--- config.mk ---
export PLATFORM = sky130hd
export DESIGN_NAME = decode_issue_stage
export DESIGN_NICKNAME = d
export VERILOG_FILES = /design/src/rtl/lc3b_types.sv /design/src/rtl/decode_scoreboard.sv /design/src/rtl/decode_issue_stage.sv
export SDC_FILE = /design/constraint.sdc
export NUM_CORES = 1
export LEC_CHECK = 0
export BUFFER_PORTS_ARGS = -buffer_cell sky130_fd_sc_hd__buf_2
export CORE_MARGIN = 2
export CORE_UTILIZATION = 58
export DETAILED_ROUTE_END_ITERATION = 16
export GPL_TIMING_DRIVEN = 0
export PLACE_DENSITY = 0.79
export SLEW_MARGIN = 20
export SYNTH_ARGS = -nofsm -noshare
export SYNTH_HDL_FRONTEND = slang
export SYNTH_SLANG_ARGS = --single-unit
--- constraint.sdc ---
create_clock -name clk -period 3.7 [get_ports clk]
set_input_delay 0.37 -clock clk [delete_from_list [all_inputs] [get_ports clk]]
set_output_delay 0.37 -clock clk [all_outputs]
set_load 0.02 [all_outputs]
--- src/rtl/lc3b_types.sv ---
// Shared types for the decode/issue stage: default sizing constants,
// scoreboard count type and the default-width ID/EX latch layout.
package lc3b_types;

  localparam int DEF_DATA_WIDTH   = 16;
  localparam int DEF_NUM_REGS     = 8;
  localparam int DEF_CTRL_WIDTH   = 32;
  localparam int DEF_MAX_INFLIGHT = 3;
  localparam int DEF_RW           = $clog2(DEF_NUM_REGS);
  localparam int DEF_CW           = $clog2(DEF_MAX_INFLIGHT + 1);

  typedef logic [DEF_CW-1:0] sb_count_t;

  typedef struct packed {
    logic [DEF_DATA_WIDTH-1:0] instr;
    logic [DEF_CTRL_WIDTH-1:0] ctrl;
    logic [DEF_DATA_WIDTH-1:0] src1;
    logic [DEF_DATA_WIDTH-1:0] src2;
    logic [DEF_RW-1:0]         dest;
    logic                      writes;
  } id_ex_t;

endpackage

--- src/rtl/decode_scoreboard.sv ---
// Per-register in-flight write counters with source/WAW hazard detection.
// With DECODE_BYPASS_EN a same-cycle writeback clears a last-pending source hazard.
import lc3b_types::*;

module decode_scoreboard #(
  parameter int NUM_REGS     = DEF_NUM_REGS,
  parameter int MAX_INFLIGHT = DEF_MAX_INFLIGHT,
  localparam int RW = $clog2(NUM_REGS),
  localparam int CW = $clog2(MAX_INFLIGHT + 1)
) (
  input  logic          clk,
  input  logic          reset_n,
  input  logic          inc_en,
  input  logic [RW-1:0] inc_dest,
  input  logic          lat_wr,
  input  logic [RW-1:0] lat_dest,
  input  logic          wb_valid,
  input  logic [RW-1:0] wb_dest,
  input  logic [RW-1:0] src1,
  input  logic [RW-1:0] src2,
  input  logic          use_src1,
  input  logic          use_src2,
  input  logic          writes,
  input  logic [RW-1:0] dest,
  output logic          haz_src1,
  output logic          haz_src2,
  output logic          waw_stall,
  output logic          sb_err
);

  localparam logic [CW:0] MAX_CNT = (CW+1)'(MAX_INFLIGHT);

  logic [CW-1:0] pending [NUM_REGS];

  always_ff @(posedge clk) begin
    if (!reset_n) begin
      for (int r = 0; r < NUM_REGS; r++) pending[r] <= '0;
      sb_err <= 1'b0;
    end else begin
      for (int r = 0; r < NUM_REGS; r++) begin
        if (inc_en && inc_dest == RW'(r) && !(wb_valid && wb_dest == RW'(r)))
          pending[r] <= pending[r] + 1'b1;
        else if (!(inc_en && inc_dest == RW'(r)) && wb_valid && wb_dest == RW'(r)
                 && pending[r] != '0)
          pending[r] <= pending[r] - 1'b1;
      end
      if (wb_valid && pending[wb_dest] == '0) sb_err <= 1'b1;
    end
  end

  logic pend1, pend2, lat1, lat2;
  logic [CW:0] waw_cnt;

  always_comb begin
    pend1 = pending[src1] != '0;
    pend2 = pending[src2] != '0;
`ifdef DECODE_BYPASS_EN
    // The writeback retiring the last outstanding write is forwarded by the read port.
    if (wb_valid && wb_dest == src1 && pending[src1] == CW'(1)) pend1 = 1'b0;
    if (wb_valid && wb_dest == src2 && pending[src2] == CW'(1)) pend2 = 1'b0;
`endif
    // The latch entry is not yet counted, so it is checked directly.
    lat1      = lat_wr && lat_dest == src1;
    lat2      = lat_wr && lat_dest == src2;
    haz_src1  = use_src1 && (pend1 || lat1);
    haz_src2  = use_src2 && (pend2 || lat2);
    waw_cnt   = {1'b0, pending[dest]} + {{CW{1'b0}}, (lat_wr && lat_dest == dest)};
    waw_stall = writes && (waw_cnt >= MAX_CNT);
  end

endmodule

--- src/rtl/decode_issue_stage.sv ---
// Decode/issue stage: register file, scoreboard hazard stall and ID/EX latch.
// Optional macro DECODE_BYPASS_EN forwards same-cycle writeback data to the read ports.
import lc3b_types::*;

module decode_issue_stage #(
  parameter int DATA_WIDTH   = DEF_DATA_WIDTH,
  parameter int NUM_REGS     = DEF_NUM_REGS,
  parameter int CTRL_WIDTH   = DEF_CTRL_WIDTH,
  parameter int MAX_INFLIGHT = DEF_MAX_INFLIGHT,
  localparam int RW = $clog2(NUM_REGS)
) (
  input  logic                  clk,
  input  logic                  reset_n,
  input  logic                  id_valid,
  output logic                  id_ready,
  input  logic [DATA_WIDTH-1:0] id_instr,
  input  logic [CTRL_WIDTH-1:0] id_ctrl,
  input  logic [RW-1:0]         id_src1,
  input  logic [RW-1:0]         id_src2,
  input  logic [RW-1:0]         id_dest,
  input  logic                  id_use_src1,
  input  logic                  id_use_src2,
  input  logic                  id_writes,
  input  logic                  flush,
  output logic                  ex_valid,
  input  logic                  ex_ready,
  output logic [DATA_WIDTH-1:0] ex_instr,
  output logic [CTRL_WIDTH-1:0] ex_ctrl,
  output logic [DATA_WIDTH-1:0] ex_src1_data,
  output logic [DATA_WIDTH-1:0] ex_src2_data,
  output logic [RW-1:0]         ex_dest,
  output logic                  ex_writes,
  input  logic                  wb_valid,
  input  logic [RW-1:0]         wb_dest,
  input  logic [DATA_WIDTH-1:0] wb_data,
  output logic                  sb_err
);

  typedef struct packed {
    logic [DATA_WIDTH-1:0] instr;
    logic [CTRL_WIDTH-1:0] ctrl;
    logic [DATA_WIDTH-1:0] src1;
    logic [DATA_WIDTH-1:0] src2;
    logic [RW-1:0]         dest;
    logic                  writes;
  } latch_t;

  logic [DATA_WIDTH-1:0] rf [NUM_REGS];
  logic [DATA_WIDTH-1:0] rd1, rd2;
  latch_t lat_p0, lat_p1;
  logic   vld_p1;
  logic   haz_src1, haz_src2, waw_stall, stall, accept;

  always_ff @(posedge clk) begin
    if (!reset_n) begin
      for (int r = 0; r < NUM_REGS; r++) rf[r] <= '0;
    end else if (wb_valid) begin
      rf[wb_dest] <= wb_data;
    end
  end

  always_comb begin
    rd1 = rf[id_src1];
    rd2 = rf[id_src2];
`ifdef DECODE_BYPASS_EN
    if (wb_valid && wb_dest == id_src1) rd1 = wb_data;
    if (wb_valid && wb_dest == id_src2) rd2 = wb_data;
`endif
  end

  decode_scoreboard #(
    .NUM_REGS     (NUM_REGS),
    .MAX_INFLIGHT (MAX_INFLIGHT)
  ) u_scoreboard (
    .clk       (clk),
    .reset_n   (reset_n),
    .inc_en    (vld_p1 && ex_ready && lat_p1.writes && !flush),
    .inc_dest  (lat_p1.dest),
    .lat_wr    (vld_p1 && lat_p1.writes),
    .lat_dest  (lat_p1.dest),
    .wb_valid  (wb_valid),
    .wb_dest   (wb_dest),
    .src1      (id_src1),
    .src2      (id_src2),
    .use_src1  (id_use_src1),
    .use_src2  (id_use_src2),
    .writes    (id_writes),
    .dest      (id_dest),
    .haz_src1  (haz_src1),
    .haz_src2  (haz_src2),
    .waw_stall (waw_stall),
    .sb_err    (sb_err)
  );

  assign stall    = haz_src1 || haz_src2 || waw_stall;
  assign id_ready = !flush && !stall && (!vld_p1 || ex_ready);
  assign accept   = id_valid && id_ready;

  always_comb begin
    lat_p0        = '0;
    lat_p0.instr  = id_instr;
    lat_p0.ctrl   = id_ctrl;
    lat_p0.src1   = rd1;
    lat_p0.src2   = rd2;
    lat_p0.dest   = id_dest;
    lat_p0.writes = id_writes;
  end

  // ---- p0 -> p1: ID/EX latch ----
  always_ff @(posedge clk) begin
    if (!reset_n) begin
      vld_p1 <= 1'b0;
      lat_p1 <= '0;
    end else if (flush) begin
      vld_p1 <= 1'b0;
    end else if (accept) begin
      vld_p1 <= 1'b1;
      lat_p1 <= lat_p0;
    end else if (ex_ready) begin
      vld_p1 <= 1'b0;
    end
  end

  assign ex_valid     = vld_p1;
  assign ex_instr     = lat_p1.instr;
  assign ex_ctrl      = lat_p1.ctrl;
  assign ex_src1_data = lat_p1.src1;
  assign ex_src2_data = lat_p1.src2;
  assign ex_dest      = lat_p1.dest;
  assign ex_writes    = lat_p1.writes;

endmodule

---- Word-level counts from Yosys, hierarchy flattened ----
Memory sizes are Yosys's and may differ from the RTL's. A register that Yosys moved wholly into a read port is not among the register bits.
Cells that the tools add are included.
storage, ports and cells
  flip-flop bits (word level) ............. 54
  latch bits .............................. 0
  RAM bits ................................ 144
  memory bits (read-only) ................. 0
  bits of input ports ..................... 85
  output and inout port bits .............. 87
  logic and storage cells ................. 247
  memories kept ........................... 2
operators by class
  add/subtract/negate cells ............... 17
  multiply operators ...................... 0
  divide/modulo/power cells ............... 0
  magnitude comparators ................... 1
  eq/ne operators ......................... 17
  shift-type cells ........................ 0
  muxes and demuxes ....................... 81
  bitwise logic cells ..................... 18
  reduce and logical (&&, ||, !) cells .... 105
memory list
  memory                depth  bits a word  rd ports  clocked after memory_dff  write ports  line                      source
  rf                    8      16           2         2                         8            decode_issue_stage.sv:48  logic [DATA_WIDTH-1:0] rf [NUM_REGS];
  u_scoreboard.pending  8      2            12        0                         8            decode_scoreboard.sv:33   logic [CW-1:0] pending [NUM_REGS];
operators with widths
  kind                 count
  $mux 1               63
  $logic_and 1x1->1    62
  $mux 2               16
  $eq 3x3->1 const B   8
  $reduce_bool 2->1    11
  $logic_not 1->1      21
  $add 2x1->2 const B  8
  $mux 16              1
  $or 1x1->1           16
  $reduce_or 16->1     1
  $sub 2x1->2 const B  8
  $eq 3x2->1 const B   4
  $eq 3x3->1           3
  $eq 3x1->1 const B   2
  $logic_not 3->1      2
  $logic_or 1x1->1     5
  $add 2x1->3          1
  $ge 3x2->1 const B   1
  $mux 3               1
  $logic_not 2->1      1
  $not 1->1            2
  $reduce_and 2->1     1
  $reduce_or 2->1      1

---- Depth between registers and ports, before layout ----
Gate-level depths: netlist of run 1.
  depth after elaboration ................. 13
  mapped depth ............................ 15
  gate-level depth less buffers ........... 11

---- By module ----
A second synthesis of run 1 with hierarchy kept.
second synthesis, totals
  cell total of the unflattened synthesis .. 945
  area total of the unflattened synthesis .. 11771.3 sq um
by module, submodules not included
  module              instances  cells each  area each (sq um)  seq. area each (sq um)
  decode_issue_stage  1          774         10095.9            5545.3
  decode_scoreboard   1          171         1675.4             500.5

---- Least setup slack after synthesis of run 1 ----
OpenSTA, ideal clock, no wires.
  path kind ............................... input -> output
  start ................................... in id_dest[1]
  end ..................................... out id_ready
  arrival time ............................ 3.012 ns
  required time ........................... 3.330 ns
  setup slack ............................. 0.318 ns
  cell stages on the path ................. 12
  buffers on the path ..................... 3
  path through ............................ clkbuf_1 mux4_2 mux2_2 ha_1 ha_1 a21o_1 a211oi_1 o211ai_2 nand4bb_1 buf_6 inv_4 buf_2
on the way
  longest elaborated chain between the ends .. 9
  elaborated cells on any way between the ends .. 10
  classes of those cells .................. add/sub: 1; order compare: 1; eq/ne: 1; reduce/logical: 6; memory: 1
RTL lines
  element                                                              line                      source
  from (decl)                                                          decode_issue_stage.sv:20  input logic [RW-1:0] id_dest,
  parallel branches: the longest is 2 deep, another holds $mem_v2 8x2  n/a
  $add 2x1->3 (*)                                                      decode_scoreboard.sv:67   waw_cnt = {1'b0, pending[dest]} + {{CW{1'b0}}, (lat_wr && lat_dest == dest)};
  $ge 3x2->1 (*)                                                       decode_scoreboard.sv:68   waw_stall = writes && (waw_cnt >= MAX_CNT);
  $logic_and 1x1->1 (*)                                                decode_scoreboard.sv:68
  $logic_or 1x1->1 (*)                                                 decode_issue_stage.sv:95  assign stall = haz_src1 || haz_src2 || waw_stall;
  $logic_not 1->1 (*)                                                  decode_issue_stage.sv:96  assign id_ready = !flush && !stall && (!vld_p1 || ex_ready);
  $logic_and 1x1->1 (*) (2 in a row)                                   decode_issue_stage.sv:96
  to (decl)                                                            decode_issue_stage.sv:15  output logic id_ready,
Every way passes the cells marked *.

---- Worst setup path in the final report of run 1 ----
  start ................................... reg lat_p1, in the netlist ex_dest[1]
  end ..................................... out id_ready
on the way
  longest elaborated chain between the ends .. 9
  elaborated cells on any way between the ends .. 18
  classes of those cells .................. add/sub: 1; order compare: 1; eq/ne: 3; reduce/logical: 13
RTL lines
  element                                                line                                                                       source
  from (decl)                                            decode_issue_stage.sv:50                                                   latch_t lat_p0, lat_p1;
  from (signal assigned)                                 decode_issue_stage.sv:118                                                  lat_p1 <= lat_p0;
  $eq 3x3->1 (on tied branches)                          decode_scoreboard.sv:67, decode_scoreboard.sv:63, decode_scoreboard.sv:64
  $logic_and 1x1->1 (on tied branches)                   decode_scoreboard.sv:67, decode_scoreboard.sv:63, decode_scoreboard.sv:64
  $add 2x1->3, or another cell as far along              decode_scoreboard.sv:67
  $ge 3x2->1, or another cell as far along               decode_scoreboard.sv:68
  $logic_and 1x1->1 or $logic_or 1x1->1 (tied branches)  decode_scoreboard.sv:68, decode_issue_stage.sv:95
  $logic_or 1x1->1 (*)                                   decode_issue_stage.sv:95
  $logic_not 1->1 (*)                                    decode_issue_stage.sv:96
  $logic_and 1x1->1 (*) (2 in a row)                     decode_issue_stage.sv:96
Every way passes the cells marked *; elsewhere a longest branch is shown, timed or not.

==> results of run 1 <==
## worst max-delay path, cell delays in order (launching register included)
cell and delay (ns):
dfxtp_1 0.43, clkbuf_2 0.27, xor2_1 0.12, nor4_2 0.42, ha_4 0.20, ha_4 0.18, a21o_1 0.17, a211oi_2 0.27
o211ai_2 0.12, nand4bb_4 0.26, buf_8 0.16, inv_8 0.05, buf_6 0.10
## power by group through the flow
stage | Clock (mW) | Sequential, mW | Combinational, mW
2_1_floorplan | 0 | 3.07 | 0.521
3_3_place_gp | 0 | 3.02 | 0.853
3_5_place_dp | 0 | 3.03 | 0.886
4_1_cts | 2.38 | 2.97 | 0.913
5_1_grt | 2.47 | 2.99 | 0.991
6_report | 2.38 | 2.98 | 0.931
## sequential cells by signal, indices dropped and copies added (netlist names), 3 cells and up
register,count
ex_ctrl,32
ex_dest,3
ex_instr,16
ex_src1_data,16
ex_src2_data,16
rf,128
u_scoreboard.pending,16
## repair_timing
action	4_1_cts	5_1_grt
gates resized for setup	5	11
endpoints found under the setup margin	1	27
pin swaps	1	4
buffers inserted	9	3
gates cloned	0	0
hold endpoints to repair	0	0
## layout make-up
cell class                 instances  area [µm²]
buffer                            76         412
clock buffer                      39         754
clock inverter                     4        21.3
fill                            1353        5710
inverter                          10        45.0
multi-input combinational        611        5210
sequential                       230        6050
tap                              265         332
timing repair buffer             181         993
## routing by layer
metal	wire length, µm	part of all wire [%]	global-route usage, %	vias to the layer above
met2	15400	49	48.8	494
met5	0	0	0	-
met1	12100	39	38.2	4290
met4	780	2.5	9.02	0
li1	-	-	-	3896
met3	3100	9.9	5.92	70
## per-stage QoR
step / hold slack (ns) / utilization [%]
after CTS: 0.0400 / 70.4
after global routing: 0.0653 / 70.8
after detailed placement: 0.447 / 66.0
after global placement: 0.440 / 65.3
final: 0.0524 / 70.8
after floorplan: 0.449 / -
## cell usage after synthesis (all sizes together) (2+ instances only)
cell type / n
nand3: 45
o211ai: 3
and2: 112
a311oi: 3
a211oi: 28
inv: 10
xor2: 11
nand2b: 6
mux2i: 51
mux4: 71
o31ai: 3
nand3b: 3
or4: 2
and3: 17
xnor2: 2
o21ai: 45
buf: 36
dfxtp: 86
o211a: 6
mux2: 4
nor2b: 2
nor2: 31
edfxtp: 144
nor4: 3
nand2: 60
clkbuf: 41
o22a: 3
ha: 3
a21oi: 68
or2: 2
nor3: 10
nand4: 4
## worst max-delay path by stage
stage                                                          end  depth (start not counted)                                      from  slack [ns]
after floorplan                                           id_ready                         12                                id_dest[1]        0.32
after global placement    u_scoreboard.pending[4][1]$_SDFFCE_PN0P_                          7                                wb_dest[2]       -0.46
after detailed placement                                  id_ready                         13                                id_dest[1]       -0.34
after CTS                                                 id_ready                         11  u_scoreboard.pending[3][0]$_SDFFCE_PN0P_        0.03
after global routing                                      id_ready                         12                   ex_dest[1]$_SDFFE_PN0P_       -0.04
final                                                     id_ready                         12                   ex_dest[1]$_SDFFE_PN0P_        0.03
## cells by family after synthesis
| logic type | after synthesis | synth area share (%) |
|---|---|---|
| AO/OA/AOI/OAI | 167 | 9.77 |
| XOR/XNOR | 13 | 0.981 |
| adder cells (fa/ha/maj) | 3 | 0.323 |
| buffers and inverters | 87 | 3.88 |
| flip-flops | 230 | 52.1 |
| multiplexers | 126 | 18.6 |
| AND/OR/NAND/NOR | 302 | 14.4 |
==> qor.csv, run 1 <==
metric,value,unit
clock slew at reported path FFs,0.06,ns
Max VDD drop,0.297,mV
DR pass1 iterations,7,
Critical Path AT,3.30,ns
gr ovfl total,0,
IO buf count,162,
later-pin clock latency in the skew report,0.53,ns
Synth top area share,37.3,%
NetSw,1.63,mW
# setup viols final,0,
placed cell count,1362,
Area Overhead vs Synth,19.0,%
reg2reg setup slack,0.10,ns
vias post-DR,8750,
PwrDens,455,nW/µm²
Post-CTS Hold Fix Bufs,0,
Worst setup EP type,output pin,
routability cong.,0.884,
Sink Count,230,
DRC viols,0,
Starting Density,59.4,%
I/O pins,172,
"most common cell after layout, fill and taps aside",buf_2,
PnR Total Power,6.29,mW
Worst EP required,3.33,ns
final worst slack,0.0293,ns
P_int,4.67,mW
most frequent cells in the layout,"buf_2, edfxtp_1, and2_1",
prevailing post-synth register cell,edfxtp_1,
FP Rows,51,
vias in the first global route,8604,
Leak,5.39,nW
Max Root-Sink Buffers,3,
CORE AREA,19500,µm²
Hold Fails Final Rpt,0,
post-route setup TNS,0,ns
Detailed Route WL,31.3,mm
Comb pwr share,14.8,%
pin count of the biggest net entering global routing,17,
initial antenna violation count,0,
n_diodes,0,
mean area per synthesized cell,12.5,µm²
Clock Power Share,37.9,%
Worst R2R Start,ex_dest[1]$_SDFFE_PN0P_,
"top cells by area, synth","edfxtp_1, dfxtp_1, mux4_2",
Tightest Pin Transition,0.996,ns
layout cells sized above 1,32.9,%
H-tree depth,1,
WS Path Type,flip-flop to output pin,
sequential fraction of design power,47.3,%
YS warnings,0,
outcome,"finished, final reports clean",
leading area contributor after synthesis,edfxtp_1,
Period minus WS final,3.67,ns
DP Worst Slack,-0.343,ns
final non-filler cell total,1416,
CP Max Fanout,10,
syn nets,1016,
Reg-to-Reg End,ex_src1_data[15]$_SDFFE_PN0P_,
worst hold endpoint,ex_valid$_SDFFE_PP0P_,
final clock skew,0.00979,ns
overall routing resource usage,29.0,%
DIE AREA,21200,µm²
Routed Antenna Nets,0,
WL/cell,22.1,µm
dpl hpwl,22.6,mm
global-route wire length before repair,47.8,mm
Die Ht,145,µm
Fmax,272,MHz
Worst R2R Path Depth,15,
Yosys reg bits,230,
number of CTS-inserted buffers,24,
Post-Syn Area,11600,µm²
# Max-Cap Violations,0,
Sw Ratio,25.9,%
Hold/Removal Path Class,input pin to flip-flop,
Yosys cell types,55,
Iteration-0 DRC Markers,884,
startpoint types,flip-flop,
Slew Limit Headroom,33.1,%
CTS tree,done,
via/cell ratio,6.18,
"Design Area, Final",13800,µm²
fin. max-slew vios,0,
die width,145,µm
Syn Inst Count,928,
nets@finish,1222,
"EDFF count, synth",144,
placed inst area,12900,µm²
post-synthesis sequential area ratio,52.1,%
async set-reset flop share out of synthesis,0,%
worst hold stages,2,
clk root buf,clkbuf_16,
Tcrit/Tclk final,99.2,%
hold wc startpoint,flush,
(Power assumes the default switching activity.)
==> inputs of run 2 (changes only) <==
==> constraint.sdc (replaced) <==
create_clock -name clk -period 3.7 [get_ports clk]
set_input_delay 0.74 -clock clk [delete_from_list [all_inputs] [get_ports clk]]
set_output_delay 0.74 -clock clk [all_outputs]
set_load 0.02 [all_outputs]
==> qor.csv, run 2 (synthesis gave the netlist of run 1 again) <==
metric,value,unit,change
pin count of the biggest net entering global routing,17,,unchanged
overall routing resource usage,28.8,%,-0.22 points
number of CTS-inserted buffers,23,,-4.2%
Worst EP required,2.96,ns,-0.37 ns
via/cell ratio,6.10,,-1.3%
Leak,5.36,nW,-0.64%
slowest CP cell,mux4_2,,
CORE AREA,19500,µm²,unchanged
clock slew at reported path FFs,0.06,ns,about the same
# fillers,1382,,+2.1%
final clock skew,0.0169,ns,+0.00709 ns
"most common cell after layout, fill and taps aside",buf_2,,
most frequent cells in the layout,"buf_2, edfxtp_1, and2_1",,
PwrDens,445,nW/µm²,-2.2%
WL/cell,21.8,µm,-1.3%
Sink Count,230,,unchanged
RSZ-0062 raised after global routing,yes,,
clk root buf,clkbuf_16,,
vias post-DR,8622,,-1.5%
failing checks,setup timing,,
Worst R2R Start,u_scoreboard.pending[2][0]$_SDFFCE_PN0P_,,
initial antenna violation count,0,,unchanged
placed cell count,1362,,unchanged
final non-filler cell total,1413,,-0.21%
CTS tree,done,,
Detailed Route WL,30.9,mm,-1.5%
Routed Antenna Nets,0,,unchanged
Hold/Removal Path Class,input pin to flip-flop,,
worst-path cell chain,"mux4_2, mux2_4, ha_4, ha_4, a21o_1, a211oi_2, o211ai_2, nand4bb_4, buf_8, inv_12, buf_8",,
Worst setup EP type,output pin,,
DR pass1 iterations,5,,-2
final worst slack,-0.220,ns,-0.250 ns
vias in the first global route,8622,,+0.21%
Slew Limit Headroom,30.7,%,-2.4 points
global-route wire length before repair,47.6,mm,-0.26%
Critical Path AT,3.18,ns,-0.12 ns
gr ovfl total,0,,unchanged
Area Overhead vs Synth,18.6,%,
Tcrit/Tclk final,106,%,+6.7 points
DRC viols,0,,unchanged
Iteration-0 DRC Markers,724,,-18%
Worst R2R Path Depth,14,,-1
fin. max-slew vios,0,,unchanged
Tightest Pin Transition,1.03,ns,+0.0356 ns
max reg flops,128,,unchanged
hold wc startpoint,flush,,
nets@finish,1219,,-0.25%
I/O pins,172,,unchanged
Hold Fails Final Rpt,0,,unchanged
Die Ht,145,µm,unchanged
die width,145,µm,unchanged
Max VDD drop,0.333,mV,+12%
later-pin clock latency in the skew report,0.52,ns,about the same
Starting Density,59.4,%,unchanged
worst hold stages,2,,unchanged
FP Rows,51,,unchanged
IO buf count,162,,unchanged
routability cong.,0.878,,-0.72%
CP max stage delay,0.50,ns,+0.07 ns
DIE AREA,21200,µm²,unchanged
CP Max Fanout,2,,-8
# setup viols final,1,,+1
# Max-Cap Violations,0,,unchanged
H-tree depth,1,,unchanged
Fmax,255,MHz,-6.4%
PnR Total Power,6.13,mW,-2.6%
dpl hpwl,22.6,mm,about the same
"Most flops, register",rf,,
post-route setup TNS,-0.220,ns,-0.220 ns
layout cells sized above 1,32.8,%,-0.18 points
WS Path Type,flip-flop to output pin,,
outcome,"complete, but fails checks",,
Period minus WS final,3.92,ns,+0.250 ns
startpoint types,flip-flop,,
n_diodes,0,,unchanged
Max Root-Sink Buffers,3,,unchanged
Setup crit start,u_scoreboard.pending[2][0]$_SDFFCE_PN0P_,,
==> run 2: cell count changes in the layout (fill, tap and decap cells not counted), sizes merged <==
cell,delta
buf,-2
bufinv,+1
clkbuf,-8
clkinv,+4
clkinvlp,+1
inv,+1
==> run 2: where the power goes <==
part           internal (mW)  leakage [nW]  total, mW  switching [mW]
Combinational          0.389          2.90      0.934           0.544
Clock                   1.25         0.348       2.22           0.979
Sequential              2.88          2.10       2.97          0.0858
Total                   4.52          5.36       6.13            1.61
==> run 2: path summary, 6_finish.rpt <==
check	end	slack (ns)
min	ex_valid$_SDFFE_PP0P_	0.43
min reg2reg	ex_ctrl[17]$_SDFFE_PN0P_	0.46
max	id_ready	-0.22
max reg2reg	ex_valid$_SDFFE_PP0P_	0.25
==> run 2: per-stage QoR <==
step	hold WS, ns	worst slack [ns]	area, µm²	util [%]
2_1_floorplan	0.533	0.0129	11700	-
3_3_place_gp	0.440	-0.845	12800	65.6
3_5_place_dp	0.446	-0.452	13000	66.3
4_1_cts	0.421	-0.239	13800	70.5
5_1_grt	0.430	-0.318	13800	70.5
6_report	0.429	-0.220	13800	70.5
==> run 2: metal layers <==
metal	part of all wire, %	wire, µm	track usage, %	vias up
met4	2.5	782	10.0	0
li1	-	-	-	3901
met2	48	14800	47.0	458
met1	40	12200	39.4	4205
met5	0	0	0	-
met3	9.9	3060	4.95	58
==> run 2: layout make-up <==
cell class,count,area (µm²),area share [%]
Multi-Input combinational cell,611,5210,37.9
Sequential cell,230,6050,43.9
Clock buffer,31,618,4.49
Tap cell,265,332,2.41
Clock inverter,11,83.8,0.609
Buffer,76,437,3.17
Timing Repair Buffer,179,982,7.14
Inverter,10,50.0,0.364
==> run 2: what timing repair did <==
| item | in CTS | in global routing |
|---|---|---|
| hold buffers | 0 | 0 |
| pin swaps | 3 | 3 |
| setup buffers | 10 | 0 |
| gates resized for setup | 10 | 2 |
| endpoints found under the setup margin | 1 | 1 |
==> run 2: critical path, delay by kind of cell, from the launching register on <==
family,cells,cell delay (ns)
flops,1,0.41
fa+ha+maj,2,0.36
compound gates,3,0.56
simple gates,1,0.23
buf+inv,3,0.30
mux,2,0.80
